$ cat config.mk
export PLATFORM = sky130hd
export DESIGN_NAME = rx_pwm2_decoder
export DESIGN_NICKNAME = d
export VERILOG_FILES = /design/src/rtl/rx_pwm2_decoder_pkg.sv /design/src/rtl/rx_pwm2_decoder_edge_sync.sv /design/src/rtl/rx_pwm2_decoder.sv
export SDC_FILE = /design/constraint.sdc
export NUM_CORES = 1
export LEC_CHECK = 0
export BUFFER_PORTS_ARGS = -buffer_cell sky130_fd_sc_hd__buf_4
export CORE_ASPECT_RATIO = 1.2
export CORE_MARGIN = 4
export CORE_UTILIZATION = 35
export DETAILED_ROUTE_END_ITERATION = 10
export HOLD_SLACK_MARGIN = 0.03
export SYNTH_ARGS = -nofsm -noshare
export SYNTH_HDL_FRONTEND = slang
export SYNTH_SLANG_ARGS = --single-unit
$ cat constraint.sdc
create_clock -name clk -period 2.5 [get_ports clk]
set_clock_uncertainty 0.1 [all_clocks]
set_input_delay 0.25 -clock clk [delete_from_list [all_inputs] [get_ports clk]]
set_output_delay 0.25 -clock clk [all_outputs]
set_load 0.02 [all_outputs]
$ cat src/rtl/rx_pwm2_decoder_pkg.sv
// Shared types and elaboration helpers for the 2-level PWM receive path.
package pwm2_pkg;

    typedef enum logic [1:0] {
        ACQ,
        TRAIN,
        LOCK
    } state_t;

    localparam int CODE_W = 4;

    // A frame must hold all 16 code positions.
    function automatic logic frame_cyc_ok(input int unsigned frame_cyc,
                                          input int unsigned unit_shift);
        return frame_cyc >= (32'd16 << unit_shift);
    endfunction

endpackage

$ cat src/rtl/rx_pwm2_decoder_edge_sync.sv
// Two-flop synchronizer on the sliced line plus a history flop; flags either edge polarity.
module pwm_edge_sync (
    input  logic clk,
    input  logic rstn,
    input  logic din,
    output logic edge_det
);

    logic sync1;
    logic sync2;
    logic prev;

    always_ff @(posedge clk or negedge rstn) begin
        if (!rstn) begin
            sync1 <= 1'b0;
            sync2 <= 1'b0;
            prev  <= 1'b0;
        end else begin
            sync1 <= din;
            sync2 <= sync1;
            prev  <= sync2;
        end
    end

    assign edge_det = sync2 ^ prev;

endmodule

$ cat src/rtl/rx_pwm2_decoder.sv
// Frame alignment, code recovery and error tracking for the 2-level PWM receiver.
module rx_pwm2_decoder
    import pwm2_pkg::*;
#(
    parameter int UNIT_SHIFT = 2,
    parameter int FRAME_CYC  = 80,
    parameter int TRAIN_LEN  = 8,
    parameter int MAX_MISS   = 4
) (
    input  logic              clk,
    input  logic              rstn,
    input  logic              din,
    input  logic              err_clr,
    output logic [CODE_W-1:0] code,
    output logic              code_valid,
    output logic              locked,
    output logic              err,
    output logic [7:0]        err_cnt
);

    localparam int U  = 1 << UNIT_SHIFT;
    localparam int H  = U / 2;
    localparam int CW = $clog2(FRAME_CYC);
    localparam int IW = $clog2(2 * FRAME_CYC);
    localparam int TW = $clog2(TRAIN_LEN + 1);
    localparam int MW = $clog2(MAX_MISS + 1);

    localparam logic [CW-1:0] CNT_LAST  = CW'(FRAME_CYC - 1);
    localparam logic [CW-1:0] TRAIN_LO  = CW'(FRAME_CYC - H);
    localparam logic [CW-1:0] TRAIN_HI  = CW'(H);
    localparam logic [CW-1:0] DATA_HI   = CW'(15 * U + H - 1);
    localparam logic [IW-1:0] IDLE_LAST = IW'(2 * FRAME_CYC - 1);
    localparam logic [TW-1:0] TRAIN_END = TW'(TRAIN_LEN - 1);
    localparam logic [MW-1:0] MISS_END  = MW'(MAX_MISS - 1);

    if (!frame_cyc_ok(FRAME_CYC, UNIT_SHIFT)) begin : g_bad_frame
        $error("rx_pwm2_decoder: FRAME_CYC must be at least 16 Tunits");
    end

    logic edge_det;

    pwm_edge_sync u_edge_sync (
        .clk      (clk),
        .rstn     (rstn),
        .din      (din),
        .edge_det (edge_det)
    );

    state_t            state;
    logic [CW-1:0]     cnt;
    logic [IW-1:0]     idle_cnt;
    logic [TW-1:0]     train_cnt;
    logic [MW-1:0]     miss_cnt;
    logic              frame_seen;
    logic              frame_bad;
    logic              dec_pend;
    logic [CODE_W-1:0] dec_code;

    logic [CW-1:0]     cnt_next;
    logic              in_train_win;
    logic              in_data_win;
    logic [CW:0]       dec_sum;
    logic [CW:0]       dec_shift;
    logic [CODE_W-1:0] code_calc;
    logic              good_edge;
    logic              seen_now;
    logic              bad_now;

    always_comb begin
        cnt_next     = (cnt == CNT_LAST) ? '0 : cnt + CW'(1);
        in_train_win = (cnt >= TRAIN_LO) || (cnt <= TRAIN_HI);
        in_data_win  = (cnt <= DATA_HI);
        dec_sum      = {1'b0, cnt} + (CW + 1)'(H);
        dec_shift    = dec_sum >> UNIT_SHIFT;
        code_calc    = (dec_shift > (CW + 1)'(15)) ? CODE_W'(15) : dec_shift[CODE_W-1:0];
        good_edge    = edge_det && !frame_seen && in_data_win;
        seen_now     = frame_seen || edge_det;
        bad_now      = frame_bad || (edge_det && !good_edge);
    end

    always_ff @(posedge clk or negedge rstn) begin
        if (!rstn) begin
            state      <= ACQ;
            cnt        <= '0;
            idle_cnt   <= '0;
            train_cnt  <= '0;
            miss_cnt   <= '0;
            frame_seen <= 1'b0;
            frame_bad  <= 1'b0;
            dec_pend   <= 1'b0;
            dec_code   <= '0;
            code       <= '0;
            code_valid <= 1'b0;
            locked     <= 1'b0;
            err        <= 1'b0;
            err_cnt    <= '0;
        end else begin
            code_valid <= dec_pend;
            if (dec_pend) begin
                code <= dec_code;
            end
            dec_pend <= 1'b0;
            err      <= 1'b0;

            if (err_clr) begin
                err_cnt <= err ? 8'd1 : 8'd0;
            end else if (err && (err_cnt != 8'hFF)) begin
                err_cnt <= err_cnt + 8'd1;
            end

            cnt <= cnt_next;
            case (state)
                ACQ: begin
                    if (edge_det) begin
                        cnt       <= CW'(1);
                        train_cnt <= '0;
                        idle_cnt  <= '0;
                        state     <= TRAIN;
                    end
                end
                TRAIN: begin
                    idle_cnt <= idle_cnt + IW'(1);
                    if (edge_det) begin
                        cnt      <= CW'(1);
                        idle_cnt <= '0;
                        if (!in_train_win) begin
                            train_cnt <= '0;
                        end else if (train_cnt == TRAIN_END) begin
                            // The locking edge belongs to the first LOCK frame, so that frame is not edgeless.
                            state      <= LOCK;
                            locked     <= 1'b1;
                            miss_cnt   <= '0;
                            frame_seen <= 1'b1;
                            frame_bad  <= 1'b0;
                        end else begin
                            train_cnt <= train_cnt + TW'(1);
                        end
                    end else if (idle_cnt == IDLE_LAST) begin
                        state <= ACQ;
                    end
                end
                LOCK: begin
                    if (good_edge) begin
                        dec_pend <= 1'b1;
                        dec_code <= code_calc;
                    end
                    if (cnt == CNT_LAST) begin
                        frame_seen <= 1'b0;
                        frame_bad  <= 1'b0;
                        if (bad_now || !seen_now) begin
                            err <= 1'b1;
                            if (miss_cnt == MISS_END) begin
                                state    <= ACQ;
                                locked   <= 1'b0;
                                miss_cnt <= '0;
                            end else begin
                                miss_cnt <= miss_cnt + MW'(1);
                            end
                        end else begin
                            miss_cnt <= '0;
                        end
                    end else begin
                        frame_seen <= seen_now;
                        frame_bad  <= bad_now;
                    end
                end
                default: state <= ACQ;
            endcase
        end
    end

endmodule

==> impl_results.md <==
* Clock tree buffer depth at 2
* Cell with the largest stage delay on the worst path: sky130_fd_sc_hd__dfrtp_1
* Most frequently used flop master after synthesis: sky130_fd_sc_hd__dfrtp_1
* Final hold vios at 0
* Post-detailed-route DRC marker count at 0
* Instance count of the mapped netlist at around 250
* Critical Path, Cell by Cell: ha_1 > a21o_1 > a21oi_2 > a2111oi_4 > a32oi_4 > mux2_1
* Yosys reg bits at between 40 and 50
* Detailed Routing Iterations Pass 1 at 4
* Power per Cell Area at 631 nW/µm²
* Number of antenna violations at the first check in global routing at 0
* Pin count of the biggest net entering global routing at 50
* TritonCTS clock tree: built
* Worst path required time at between 2 and 3 ns
* Routed wire length at between 4 and 5 mm
* Category of the most critical setup path: reg2reg
* Final slew viol count at 0
* Number of placed I/O pins at 19
* Cts repair resizes at 0
* Final clock period utilization by the worst path at 0.896
* Arrival time worst endpoint at 2.31 ns
* Routed length per placed instance at 13.1 µm
* Max-slew headroom at the worst pin at 0.583
* Crit path largest cell delay at ~0.48 ns
* Post-DP HPWL at 3.34 mm
* First-pass GRT wire length at 8.31 mm
* Library cell with the largest summed area after synthesis: sky130_fd_sc_hd__dfrtp_1
* Util after Layout at 0.413
* Num Clock Sinks at just under 50
* Number of maximum-capacitance constraint violations at 0
* Area added between synthesis and finish at 13.8%
* Antenna diode count at 0
* Vias in the first global route at approximately 1800
* FP Rows at 33
* Hold crit path type: in2reg
* Top fanout value on the critical path at 8
* Root buffer cell: sky130_fd_sc_hd__clkbuf_8
* Avg Inst Size Synth at a little over 10 µm²
* Post-CTS Setup Repair Bufs at 0
* Die Footprint at roughly 8600 µm²
* Mapped cell area at around 2500 µm²
* Total Neg Setup Slack at 0 ns
* Post-detailed-route via-to-cell ratio at between 5 and 6
* Launching element type of the critical path: register
* Clock-pin slew on the worst setup and hold paths at ~0.09 ns
* Maximum clock rate at between 0.4 and 0.5 GHz
* Effective utilization at floorplan at 0.363
* Number of different library cells in the post-synthesis netlist at between 40 and 50
* Fraction of registers with async set or reset after synthesis at 1.00
* Final Critical Period at between 2 and 2.5 ns
* Fraction of final layout cells sized beyond drive strength 1 at 0.155
* Unrepaired setup endpoints after global routing: false
* Number of synthesized flops with an enable pin at 0
* Post-synthesis net count at between 200 and 300
* Share of the yosys chip area belonging to registers at 0.490
* Cell depth of the worst flop-to-flop path at 6
* Sort of element at the end of the critical path: register
* H-tree level count at 2
* Highest ir drop seen on vdd at 0.268 mV
* GR Overflow Total at 0
* Clock buffers created by TritonCTS at 5
* Final antenna-violating net count at 0
* Share of the synthesized area in the top cell type at 0.490
* Family with the most delay on the worst path: compound AO/OA/AOI/OAI gates
* Hold Path Depth at 2
* Bufs and invs on worst path at 0
* Overall fraction of global-route tracks in use at 0.117
* Worst Max-Slew Pin Slew at approximately 0.63 ns
* Outcome: finished clean
* Core region area at 6900 µm²
* Die span in x at 85.2 µm
* Vertical extent of the die at just over 100 µm
* Layout Nets at between 200 and 300
* Setup-violating endpoint count in the final report at 0
* Cell types occupying the most area after synthesis: sky130_fd_sc_hd__dfrtp_1 49%, sky130_fd_sc_hd__ha_1 5.5%, sky130_fd_sc_hd__o21ai_0 4.0%
* Leak at between 1 and 1.5 nW
* Via Count at roughly 1900
* Final estimated routing congestion in global placement at 0.849
* Yosys warnings at 0
* Count of buffers inserted at the top-level ports at 18
* Detailed Route Iter0 Violations at 103
* CP Depth at 6
* Worst-Skew Late Latency at a little under 0.3 ns
-- timing repair --
item | in CTS | in global routing
hold buffers | 2 | 0
setup endpoints to repair | 0 | 0
endpoints found under the hold margin | 50 | 0
-- registers in the layout, indices dropped and copies added, names as in the netlist, 2 cells and up --
name	flops
err_cnt	8
idle_cnt	8
cnt	7
code	4
dec_code	4
train_cnt	4
miss_cnt	3
state	2
-- cell families (layout without fill, tap and decap cells) --
| family | Yosys count | in the layout | share of synthesized area |
|---|---|---|---|
| and+or+nand+nor | 98 | 98 | 0.198 |
| AOI/OAI and AO/OA | 51 | 51 | 0.142 |
| DFF | 49 | 49 | 0.490 |
| xor gates and xnor gates | 15 | 15 | 0.0555 |
| buffers and inverters | 14 | 40 | 0.0280 |
| adders and majority gates | 11 | 11 | 0.0550 |
| muxes | 7 | 7 | 0.0310 |
-- cell usage in the layout (no fill, tap or decap), types with 3 or more instances in the layout --
| cell type | netlist | layout |
|---|---|---|
| sky130_fd_sc_hd__a31oi_1 | 5 | 5 |
| sky130_fd_sc_hd__nand3_1 | 14 | 14 |
| sky130_fd_sc_hd__mux2_2 | 4 | 4 |
| sky130_fd_sc_hd__ha_1 | 11 | 11 |
| sky130_fd_sc_hd__xnor2_1 | 6 | 6 |
| sky130_fd_sc_hd__nand4_1 | 4 | 4 |
| sky130_fd_sc_hd__clkbuf_8 | 0 | 5 |
| sky130_fd_sc_hd__buf_4 | 0 | 24 |
| sky130_fd_sc_hd__o21ai_0 | 20 | 20 |
| sky130_fd_sc_hd__nor3_1 | 8 | 8 |
| sky130_fd_sc_hd__and3_1 | 4 | 4 |
| sky130_fd_sc_hd__inv_1 | 6 | 6 |
| sky130_fd_sc_hd__nor2_1 | 26 | 26 |
| sky130_fd_sc_hd__nor3b_1 | 3 | 3 |
| sky130_fd_sc_hd__dfrtp_1 | 49 | 49 |
| sky130_fd_sc_hd__nor2b_1 | 7 | 7 |
| sky130_fd_sc_hd__xor2_1 | 8 | 8 |
| sky130_fd_sc_hd__nand2_1 | 18 | 18 |
| sky130_fd_sc_hd__a21oi_1 | 8 | 8 |
-- cell type report --
type	count	area, µm²
Multi-Input combinational cell	182	1210
Tap cell	87	109
Clock buffer	7	76.3
Sequential cell	49	1230
Clock inverter	1	7.51
Inverter	6	22.5
Timing Repair Buffer	26	200
Fill cell	650	4050
-- where the power goes --
| group | internal [mW] | total, mW | switching (mW) | leakage (nW) |
|---|---|---|---|---|
| registers | 0.871 | 0.960 | 0.0896 | 0.658 |
| clock network | 0.198 | 0.448 | 0.250 | 0.0385 |
| logic | 0.179 | 0.387 | 0.208 | 0.580 |
-- metal layers --
layer	vias up	share of wire	track usage
li1	915	-	-
met1	911	0.48	0.154
met2	39	0.47	0.194
met3	5	0.041	0.0180
met4	0	0.017	0.0426
met5	-	0	0
-- path summary, 6_finish.rpt --
path	start	endpoint	slack [ns]
worst max-delay path	cnt[2]	miss_cnt[1]	0.26
worst min-delay path	err_clr	err_cnt[3]	0.08
worst max register to register	cnt[2]	miss_cnt[1]	0.26
worst min register to register	u_edge_sync.sync1	u_edge_sync.sync2	0.26
max in group asynchronous	rstn	cnt[5]	1.47
min in group asynchronous	rstn	dec_code[2]	0.41
-- per-stage QoR --
stage	power, mW	setup slack, ns	instances	hold WS (ns)	area (µm²)
after CTS	1.82	0.252	358	0.0678	2850
after floorplan	1.23	0.387	245	-0.146	2500
after global placement	1.35	0.328	348	0.219	2740
final	1.80	0.260	358	0.0799	2850
after global routing	1.92	0.127	358	0.0791	2850
after detailed placement	1.36	0.288	348	0.217	2740
-- synth_stat cells, drive strengths merged, types with 3 or more instances --
library cell	count
mux2	6
inv	6
dfrtp	49
clkbuf	4
and3	4
nor2	26
o21ai	22
a31oi	5
xnor2	6
nand3	14
xor2	9
nor3b	3
a21oi	9
buf	4
nor3	9
nand4	4
nor2b	7
ha	11
nand2	18
Note: power is estimated with default switching activity, not from simulation.
